===== src/rtl/next_pc_unit.sv =====
`default_nettype none
// ============================================================================
//  Module      : next_pc_unit
//  Description : Program counter, carry flag and run/halt control. Resolves
//                conditional/unconditional branches for the instruction at
//                the current PC and produces the next PC and link value.
//  Revision    : 1.0 - initial release
// ============================================================================
module next_pc_unit #(
  parameter int unsigned         DATA_W   = 32,
  parameter int unsigned         OFF_W    = 26,
  parameter logic [DATA_W-1:0]   RESET_PC = '0
) (
  input  logic              clk,
  input  logic              reset,
  input  logic              start,
  input  logic              stall,
  input  logic              unconditional,
  input  logic [2:0]        conditional,
  input  logic              AdSel,
  input  logic              halt,
  input  logic [DATA_W-1:0] rs_value,
  input  logic [OFF_W-1:0]  offset,
  input  logic              carry_we,
  input  logic              carry_in,
  output logic [DATA_W-1:0] pc,
  output logic [DATA_W-1:0] pc_plus4,
  output logic              branch_taken,
  output logic              carry_flag,
  output logic              running,
  output logic              halted
);

  // Branch condition codes from the decoder
  localparam logic [2:0] C_COND_NONE = 3'b000;
  localparam logic [2:0] C_COND_BLTZ = 3'b001;
  localparam logic [2:0] C_COND_BZ   = 3'b010;
  localparam logic [2:0] C_COND_BNZ  = 3'b011;
  localparam logic [2:0] C_COND_BCY  = 3'b100;
  localparam logic [2:0] C_COND_BNCY = 3'b101;

  // Offset is a word offset; sign bits fill what the shifted field leaves
  localparam int unsigned C_EXT_W = DATA_W - OFF_W - 2;

  typedef enum logic [1:0] {
    S_IDLE   = 2'd0,
    S_RUN    = 2'd1,
    S_HALTED = 2'd2
  } state_t;

  state_t            state_q;
  logic [DATA_W-1:0] pc_q, pc_d;
  logic              carry_q;

  logic              w_cond_hit;
  logic              w_taken;
  logic [DATA_W-1:0] w_pc_plus4;
  logic [DATA_W-1:0] w_off_bytes;
  logic [DATA_W-1:0] w_target;

  assign w_pc_plus4  = pc_q + DATA_W'(4);
  assign w_off_bytes = {{C_EXT_W{offset[OFF_W-1]}}, offset, 2'b00};

  // Evaluate the selected condition against registered flag and rs data
  always_comb begin
    w_cond_hit = 1'b0;
    case (conditional)
      C_COND_NONE: w_cond_hit = 1'b0;
      C_COND_BLTZ: w_cond_hit = rs_value[DATA_W-1];
      C_COND_BZ:   w_cond_hit = (rs_value == '0);
      C_COND_BNZ:  w_cond_hit = (rs_value != '0);
      C_COND_BCY:  w_cond_hit = carry_q;
      C_COND_BNCY: w_cond_hit = ~carry_q;
      default:     w_cond_hit = 1'b0;
    endcase
  end

  // Redirects only exist for a live, non-halt instruction
  assign w_taken  = (state_q == S_RUN) && !halt && (unconditional || w_cond_hit);

  // Register-indirect targets are silently word aligned
  assign w_target = AdSel ? {rs_value[DATA_W-1:2], 2'b00}
                          : w_pc_plus4 + w_off_bytes;

  // Next sequential or redirected PC for a RUN cycle that advances
  always_comb begin
    pc_d = w_taken ? w_target : w_pc_plus4;
  end

  // State, PC and carry update; reset overrides everything including stall
  always_ff @(posedge clk) begin
    if (reset) begin
      state_q <= S_IDLE;
      pc_q    <= RESET_PC;
      carry_q <= 1'b0;
    end else begin
      case (state_q)
        S_IDLE: begin
          if (start) state_q <= S_RUN;
        end
        S_RUN: begin
          if (!stall) begin
            if (halt) begin
              state_q <= S_HALTED;
            end else begin
              pc_q <= pc_d;
            end
            if (carry_we) carry_q <= carry_in;
          end
        end
        S_HALTED: begin
          state_q <= S_HALTED;
        end
        default: state_q <= S_IDLE;
      endcase
    end
  end

  assign pc           = pc_q;
  assign pc_plus4     = w_pc_plus4;
  assign branch_taken = w_taken;
  assign carry_flag   = carry_q;
  assign running      = (state_q == S_RUN);
  assign halted       = (state_q == S_HALTED);

endmodule
`default_nettype wire


===== config.mk =====
export PLATFORM = sky130hd
export DESIGN_NAME = next_pc_unit
export DESIGN_NICKNAME = d
export VERILOG_FILES = /design/src/rtl/next_pc_unit.sv
export SDC_FILE = /design/constraint.sdc
export NUM_CORES = 1
export LEC_CHECK = 0
export CAP_MARGIN = 20
export CORE_UTILIZATION = 44
export DETAILED_ROUTE_END_ITERATION = 12
export GPL_TIMING_DRIVEN = 0
export PLACE_DENSITY_LB_ADDON = 0.3
export SKIP_LAST_GASP = 1
export SLEW_MARGIN = 15
export SYNTH_ARGS = -nofsm -noshare
export SYNTH_HDL_FRONTEND = slang
export SYNTH_SLANG_ARGS = --single-unit

===== constraint.sdc =====
create_clock -name clk -period 3.5 [get_ports clk]
set_input_delay 0.7 -clock clk [delete_from_list [all_inputs] [get_ports clk]]
set_output_delay 0.7 -clock clk [all_outputs]
set_load 0.02 [all_outputs]

* Word-level counts from Yosys, hierarchy flattened
Cells that the tools add are included.
** Word-level totals
- Output and inout bits :: 68
- Input port bits :: 70
- Register bits after elaboration :: 35
- Word-level logic and storage cells :: 35
** Operators by class
- Bitwise gates (word level) :: 3
- Reduce and logical (&&, ||, !) cells :: 10
- Eq/ne operators :: 10
- Mux-type cells :: 7
- Add/subtract/negate cells :: 2
** Operators by type and width (count)
- $mux W32 :: 2
- $add A32 B3 Y32 const B :: 1
- $add A32 B32 Y32 :: 1
- $logic_not A32 Y1 :: 1
- $reduce_bool A32 Y1 :: 1
- $reduce_and A3 Y1 :: 3
- $eq A3 B2 Y1 const B :: 2
- $eq A3 B3 Y1 const B :: 2
- $mux W2 :: 3
- $ne A2 B2 Y1 const B :: 3
- $pmux W2 S3 :: 1
- $pmux W1 S5 :: 1
- $eq A3 B1 Y1 const B :: 1
- $not A1 Y1 :: 3
- $eq A2 B1 Y1 const B :: 1
- $eq A2 B2 Y1 const B :: 1
- $logic_and A1 B1 Y1 :: 2
- $logic_not A2 Y1 :: 1
- $logic_not A1 Y1 :: 1
- $logic_or A1 B1 Y1 :: 1

* Logic depth before layout (Yosys ltp)
- Depth in word-level cells :: 5
- Depth in mapped cells :: 16
- Depth with buffers taken out :: 14

* Worst setup path before layout
Ideal clock, no wire load.
- Kind :: reg2reg
- Start point :: register pc_q[6], in the netlist pc[6]
- End point :: register pc_q[31], in the netlist pc[31]
- Setup time :: 0.136 ns
- Setup slack :: -0.323 ns
- Path buffers :: 1
- Data required time :: 3.364 ns
- Stages on the path, launching flop included :: 16
- Arrival time :: 3.687 ns
- Period minus slack after synthesis :: 3.823 ns
- Cell sequence :: dfxtp_1 -> and4_1 -> nand4_1 -> nor2_1 -> nand3_1 -> xnor2_1 -> ha_1 -> clkbuf_1 -> a21o_1 -> a21o_1 -> a21oi_1 -> o21ai_0 -> a31oi_1 -> a211oi_1 -> o31ai_1 -> a311oi_2
** Between the ends
- Cells in the longest elaborated chain, start to end :: 4
** Ends and longest elaborated chain
- start, declared :: RTL line 52 : logic [DATA_W-1:0] pc_q, pc_d;
- start signal, assigned :: RTL line 106 : pc_q <= pc_d;
- $add A32 B3 Y32 :: RTL line 61 : assign w_pc_plus4 = pc_q + DATA_W'(4);
- net pc_plus4[22] :: RTL line 27 : output logic [DATA_W-1:0] pc_plus4,
- $add A32 B32 Y32 :: RTL line 83 : : w_pc_plus4 + w_off_bytes;
- $mux W32 :: RTL line 82 : assign w_target = AdSel ? {rs_value[DATA_W-1:2], 2'b00}
- $mux W32 :: RTL line 87 : pc_d = w_taken ? w_target : w_pc_plus4;
The timed path passes the listed nets, and every way through them passes these cells.
A chain may end at the register's enable or synchronous reset.

* Worst setup path in the final report
- Start point :: input rs_value[17]
- End point :: output branch_taken
** Between the ends
- Cells in the longest elaborated chain, start to end :: 4
- Elaborated cells on any way between the ends :: 5
- Classes of those cells :: mux: 1; reduce/logical: 4
** Ends and longest elaborated chain
- start, declared :: RTL line 22 : input logic [DATA_W-1:0] rs_value,
- $reduce_bool A32 Y1 / $logic_not A32 Y1 (equally long branches) :: RTL line 71, 70
- $pmux W1 S5 * :: RTL line 67 : case (conditional)
- $logic_or A1 B1 Y1 * :: RTL line 79 : assign w_taken = (state_q == S_RUN) && !halt && (unconditional || w_cond_hit);
- $logic_and A1 B1 Y1 * :: RTL line 79
- end, declared :: RTL line 28 : output logic branch_taken,
Every way passes the cells marked *; elsewhere a longest branch is shown, timed or not.

==> flow_results.xml <==
<?xml version="1.0" encoding="UTF-8"?>
<metrics>
  <group name="synthesis">
    <metric name="synth_top_family_by_area" unit="">compound AO/OA/AOI/OAI gates</metric>
    <metric name="synth.cell_area" unit="um^2">4353</metric>
    <metric name="postSynth.topFlopCell" unit="">sky130_fd_sc_hd__dfxtp_1</metric>
    <metric name="syn_area_per_cell" unit="um^2">7.089</metric>
    <metric name="synth_seq_area_share" unit="">0.1518</metric>
    <metric name="yosys_warns" unit="">0</metric>
    <metric name="ys_ff_latch" unit="">33</metric>
    <metric name="post_synth_num_cell_types" unit="">67</metric>
    <metric name="netlist_instances" unit="">614</metric>
    <metric name="synth-edff-count" unit="">0</metric>
    <metric name="synth_compound_gate_area_share" unit="">0.2860</metric>
    <metric name="synth-adder-area-share" unit="">0.1167</metric>
    <metric name="synth_simple_gate_area_share" unit="">0.2803</metric>
    <metric name="post_synth_mux_area_share" unit="">0.02328</metric>
    <metric name="synth-async-reset-ratio" unit="">0</metric>
    <metric name="synth_xor_xnor_area_share" unit="">0.09428</metric>
  </group>
  <group name="routing">
    <metric name="drt_first_iter_violations" unit="">355</metric>
    <metric name="routed_wirelength" unit="mm">18.20</metric>
    <metric name="first_pass_drt_iterations" unit="">5</metric>
    <metric name="routedWlPerCell" unit="um">20.02</metric>
    <metric name="dr_total_vias" unit="">5684</metric>
    <metric name="ant_nets" unit="">0</metric>
    <metric name="remaining_drc_errors" unit="">0</metric>
    <metric name="drt-vias-per-instance" unit="">6.253</metric>
  </group>
  <group name="grt">
    <metric name="met2_usage" unit="">0.6039</metric>
    <metric name="grt_pass1_wl" unit="mm">26.81</metric>
    <metric name="gr-total-overflow" unit="">0</metric>
    <metric name="grt_busiest_layer" unit="">met2</metric>
    <metric name="use_met3" unit="">0.02692</metric>
    <metric name="antenna_found_initial" unit="">0</metric>
    <metric name="grt_use_total" unit="">0.3385</metric>
    <metric name="first_global_vias" unit="">5382</metric>
    <metric name="grt_max_degree" unit="">20</metric>
    <metric name="grtUsageMet1" unit="">0.4236</metric>
  </group>
  <group name="placement">
    <metric name="number_of_placed_cells_counting_well_taps" unit="">878</metric>
    <metric name="gp_congestion" unit="">1.019</metric>
    <metric name="numPortBuffers" unit="">132</metric>
    <metric name="detailedPlace.worstSlack" unit="ns">-1.286</metric>
    <metric name="dp.final_hpwl" unit="mm">13.36</metric>
  </group>
  <group name="floorplan">
    <metric name="die_width" unit="um">101.5</metric>
    <metric name="initial_utilization" unit="">0.4623</metric>
    <metric name="ios" unit="">138</metric>
    <metric name="chipHeight" unit="um">101.5</metric>
    <metric name="fp-row-count" unit="">35</metric>
    <metric name="fp.coreArea" unit="um^2">9415</metric>
    <metric name="floorplan.die_area" unit="um^2">10300</metric>
  </group>
  <group name="worst_setup_path">
    <metric name="worstPathRequired" unit="ns">2.80</metric>
    <metric name="largest_delay_contributor_family_on_the_critical_path" unit="">buffers and inverters</metric>
    <metric name="worst-setup-path-type" unit="">in2out</metric>
    <metric name="critical_path.endpoint_type" unit="">primary output</metric>
    <metric name="cp_max_fo" unit="">10</metric>
    <metric name="max_stage_delay" unit="ns">0.47</metric>
    <metric name="ff2ff_path_depth" unit="">14</metric>
    <metric name="worst_ep_arrival_time" unit="ns">2.82</metric>
    <metric name="worst_setup_path_start_kind" unit="">input pin</metric>
    <metric name="critical-path-slowest-cell" unit="">sky130_fd_sc_hd__clkdlybuf4s50_1</metric>
    <metric name="path_cells" unit="">clkdlybuf4s50_1 -&gt; nor4_2 -&gt; and4_4 -&gt; a211oi_2 -&gt; o41ai_4 -&gt; inv_2 -&gt; buf_12 -&gt; buf_2</metric>
    <metric name="worst-path-buf-inv" unit="">4</metric>
    <metric name="cp_num_cells" unit="">8</metric>
  </group>
  <group name="pwr">
    <metric name="power.leakage" unit="uW">0.002714</metric>
    <metric name="switching_power" unit="uW">450.2</metric>
    <metric name="peak_supply_drop" unit="mV">0.1725</metric>
    <metric name="power.combinational.fraction" unit="">0.418</metric>
    <metric name="net_switching_share_of_the_total_power" unit="">0.3681</metric>
    <metric name="share_seq_of_total_power" unit="">0.324</metric>
    <metric name="p_int" unit="uW">772.9</metric>
    <metric name="p_per_area" unit="nW/um^2">177.9</metric>
    <metric name="share_clk_of_total_power" unit="">0.258</metric>
  </group>
  <group name="sta">
    <metric name="setup_viol_count_final" unit="">1</metric>
    <metric name="final_min_period_over_clock_period" unit="">1.006</metric>
    <metric name="post_layout_worst_setup_margin" unit="ns">-0.02092</metric>
    <metric name="post_route_clock_skew" unit="ns">0.004196</metric>
    <metric name="timing.slew.headroom" unit="">0.4786</metric>
    <metric name="final_critical_path_required_period" unit="ns">3.521</metric>
    <metric name="finalMaxSlewViolations" unit="">0</metric>
    <metric name="unrepaired_setup_endpoints_after_global_routing" unit="">true</metric>
    <metric name="fmaxAchievable" unit="MHz">284.0</metric>
    <metric name="max_slew.worst_pin.slew" unit="ns">0.7821</metric>
    <metric name="final-hold-violation-count" unit="">0</metric>
  </group>
  <group name="cts">
    <metric name="cts_hold_buf" unit="">0</metric>
    <metric name="clock_tree_from_tritoncts" unit="">built</metric>
    <metric name="clock_sink_count" unit="">33</metric>
    <metric name="inserted_clock_buffers" unit="">5</metric>
    <metric name="cts.path.max_buffers" unit="">2</metric>
    <metric name="path_clk_slew" unit="ns">0.07</metric>
    <metric name="clock_tree.htree_level_count" unit="">2</metric>
    <metric name="insertion_delay" unit="ns">0.29</metric>
    <metric name="cts-root-buf" unit="">sky130_fd_sc_hd__clkbuf_8</metric>
  </group>
  <group name="hold_path">
    <metric name="timing.hold.worst.class" unit="">reg2reg</metric>
    <metric name="holdPathStages" unit="">2</metric>
  </group>
  <group name="finish">
    <metric name="fillCellCount" unit="">739</metric>
    <metric name="layout.cells.non_filler" unit="">909</metric>
    <metric name="area.growth.synth_to_final" unit="%">57.95</metric>
    <metric name="n_antenna_cell" unit="">0</metric>
    <metric name="fin_nets" unit="">889</metric>
    <metric name="drive_above_1_share" unit="">0.1987</metric>
  </group>
  <group name="run_status">
    <metric name="failed_checks" unit="">setup timing</metric>
    <metric name="status" unit="">complete, but fails checks</metric>
  </group>
  <group name="job">
    <metric name="cap_violations" unit="">0</metric>
  </group>
</metrics>
[worst register-to-register path: cells and delay by family, from the launching register on]
kind	cells	cell delay, ns
AND/OR/NAND/NOR	5	0.87
XOR/XNOR	1	0.34
flip-flops	1	0.34
adder cells (fa/ha/maj)	1	0.25
buffers and inverters	1	0.16
AO/OA/AOI/OAI	6	1.41
[metal layers]
| metal | routed length (um) | part of all wire |
|---|---|---|
| met5 | 0 | 0 |
| met1 | 7228 | 0.40 |
| met2 | 8778 | 0.48 |
| met3 | 1497 | 0.082 |
| met4 | 695 | 0.038 |
[logic make-up after synthesis]
family                   Yosys count
AO/OA/AOI/OAI                    192
XOR/XNOR                          46
adder cells (fa/ha/maj)           40
buffers and inverters             48
flip-flops                        33
multiplexers                      10
other                              1
AND/OR/NAND/NOR                  244
[per-stage QoR]
stage                     total power [uW]  hold slack [ns]  TNS (ns)  utilization  instance area [um^2]
after global routing                  1274           0.5248   -0.4880       0.7302                  6875
after CTS                             1174           0.5010  -0.06359       0.6732                  6339
final                                 1223           0.4967  -0.02092       0.7302                  6875
after floorplan                      650.8           0.4996         0            -                  4489
after detailed placement             848.8           0.4888    -13.86       0.6343                  5972
after global placement               838.6           0.4737    -14.26       0.6343                  5972
[synth_stat cells, drive strengths merged (19+ instances only)]
master | n | share of area
xnor2 | 27 | 0.054
nor2 | 50 | 0.043
dfxtp | 33 | 0.15
a21oi | 61 | 0.070
nand3 | 22 | 0.026
ha | 39 | 0.11
clkbuf | 19 | 0.016
nor3 | 24 | 0.028
a211oi | 19 | 0.033
xor2 | 19 | 0.040
nand2 | 76 | 0.066
o21ai | 42 | 0.048
[cell type report]
cell class	instances	area (um^2)	share of cell area
tap	129	161.4	0.02348
buffer	28	148.9	0.02166
inverter	16	60.06	0.008735
clock buffer	7	86.33	0.01256
sequential	33	689.4	0.1003
clock inverter	1	7.507	0.001092
timing repair buffer	159	1558	0.2266
multi-input combinational	536	4164	0.6056
[path summary, 6_finish.rpt]
check / end / from / slack (ns)
setup / recovery: branch_taken / rs_value[17] / -0.02
hold / removal: pc[15]$_SDFFE_PP0P_ / pc[15]$_SDFFE_PP0P_ / 0.50
setup reg to reg: pc[31]$_SDFFE_PP0P_ / pc[4]$_SDFFE_PP0P_ / 0.03
hold reg to reg: pc[15]$_SDFFE_PP0P_ / pc[15]$_SDFFE_PP0P_ / 0.50
[timing repair]
action | 4_1_cts | 5_1_grt
setup endpoints to repair | 38 | 21
pin swaps | 13 | 37
gates resized for setup | 55 | 71
cloned | 0 | 0
setup buffers | 8 | 19
[cell usage in the layout (no fill, tap or decap), types with 9 or more instances in the layout]
| master | count |
|---|---|
| sky130_fd_sc_hd__clkbuf_1 | 17 |
| sky130_fd_sc_hd__buf_4 | 29 |
| sky130_fd_sc_hd__a21oi_1 | 54 |
| sky130_fd_sc_hd__mux2i_1 | 9 |
| sky130_fd_sc_hd__ha_1 | 27 |
| sky130_fd_sc_hd__ha_4 | 10 |
| sky130_fd_sc_hd__o21ai_0 | 37 |
| sky130_fd_sc_hd__inv_1 | 15 |
| sky130_fd_sc_hd__xnor2_1 | 15 |
| sky130_fd_sc_hd__nor2_1 | 43 |
| sky130_fd_sc_hd__xor2_1 | 13 |
| sky130_fd_sc_hd__nand2_1 | 73 |
| sky130_fd_sc_hd__nor3_1 | 20 |
| sky130_fd_sc_hd__o211ai_1 | 16 |
| sky130_fd_sc_hd__nand3_1 | 17 |
| sky130_fd_sc_hd__clkdlybuf4s50_1 | 127 |
| sky130_fd_sc_hd__a211oi_1 | 10 |
| sky130_fd_sc_hd__xnor2_2 | 10 |
| sky130_fd_sc_hd__dfxtp_1 | 20 |
[power groups by stage]
stage / logic [uW] / registers, uW / clock network [uW]
after floorplan: 243 / 408 / 0
after global placement: 436 / 403 / 0
after detailed placement: 445 / 404 / 0
after CTS: 465 / 395 / 313
after global routing: 543 / 397 / 334
final: 511 / 396 / 315
[state kept, by name (all words and copies together) (netlist names)]
name / flops
pc: 30
state_q: 2
carry_flag: 1
(Power assumes the default switching activity.)
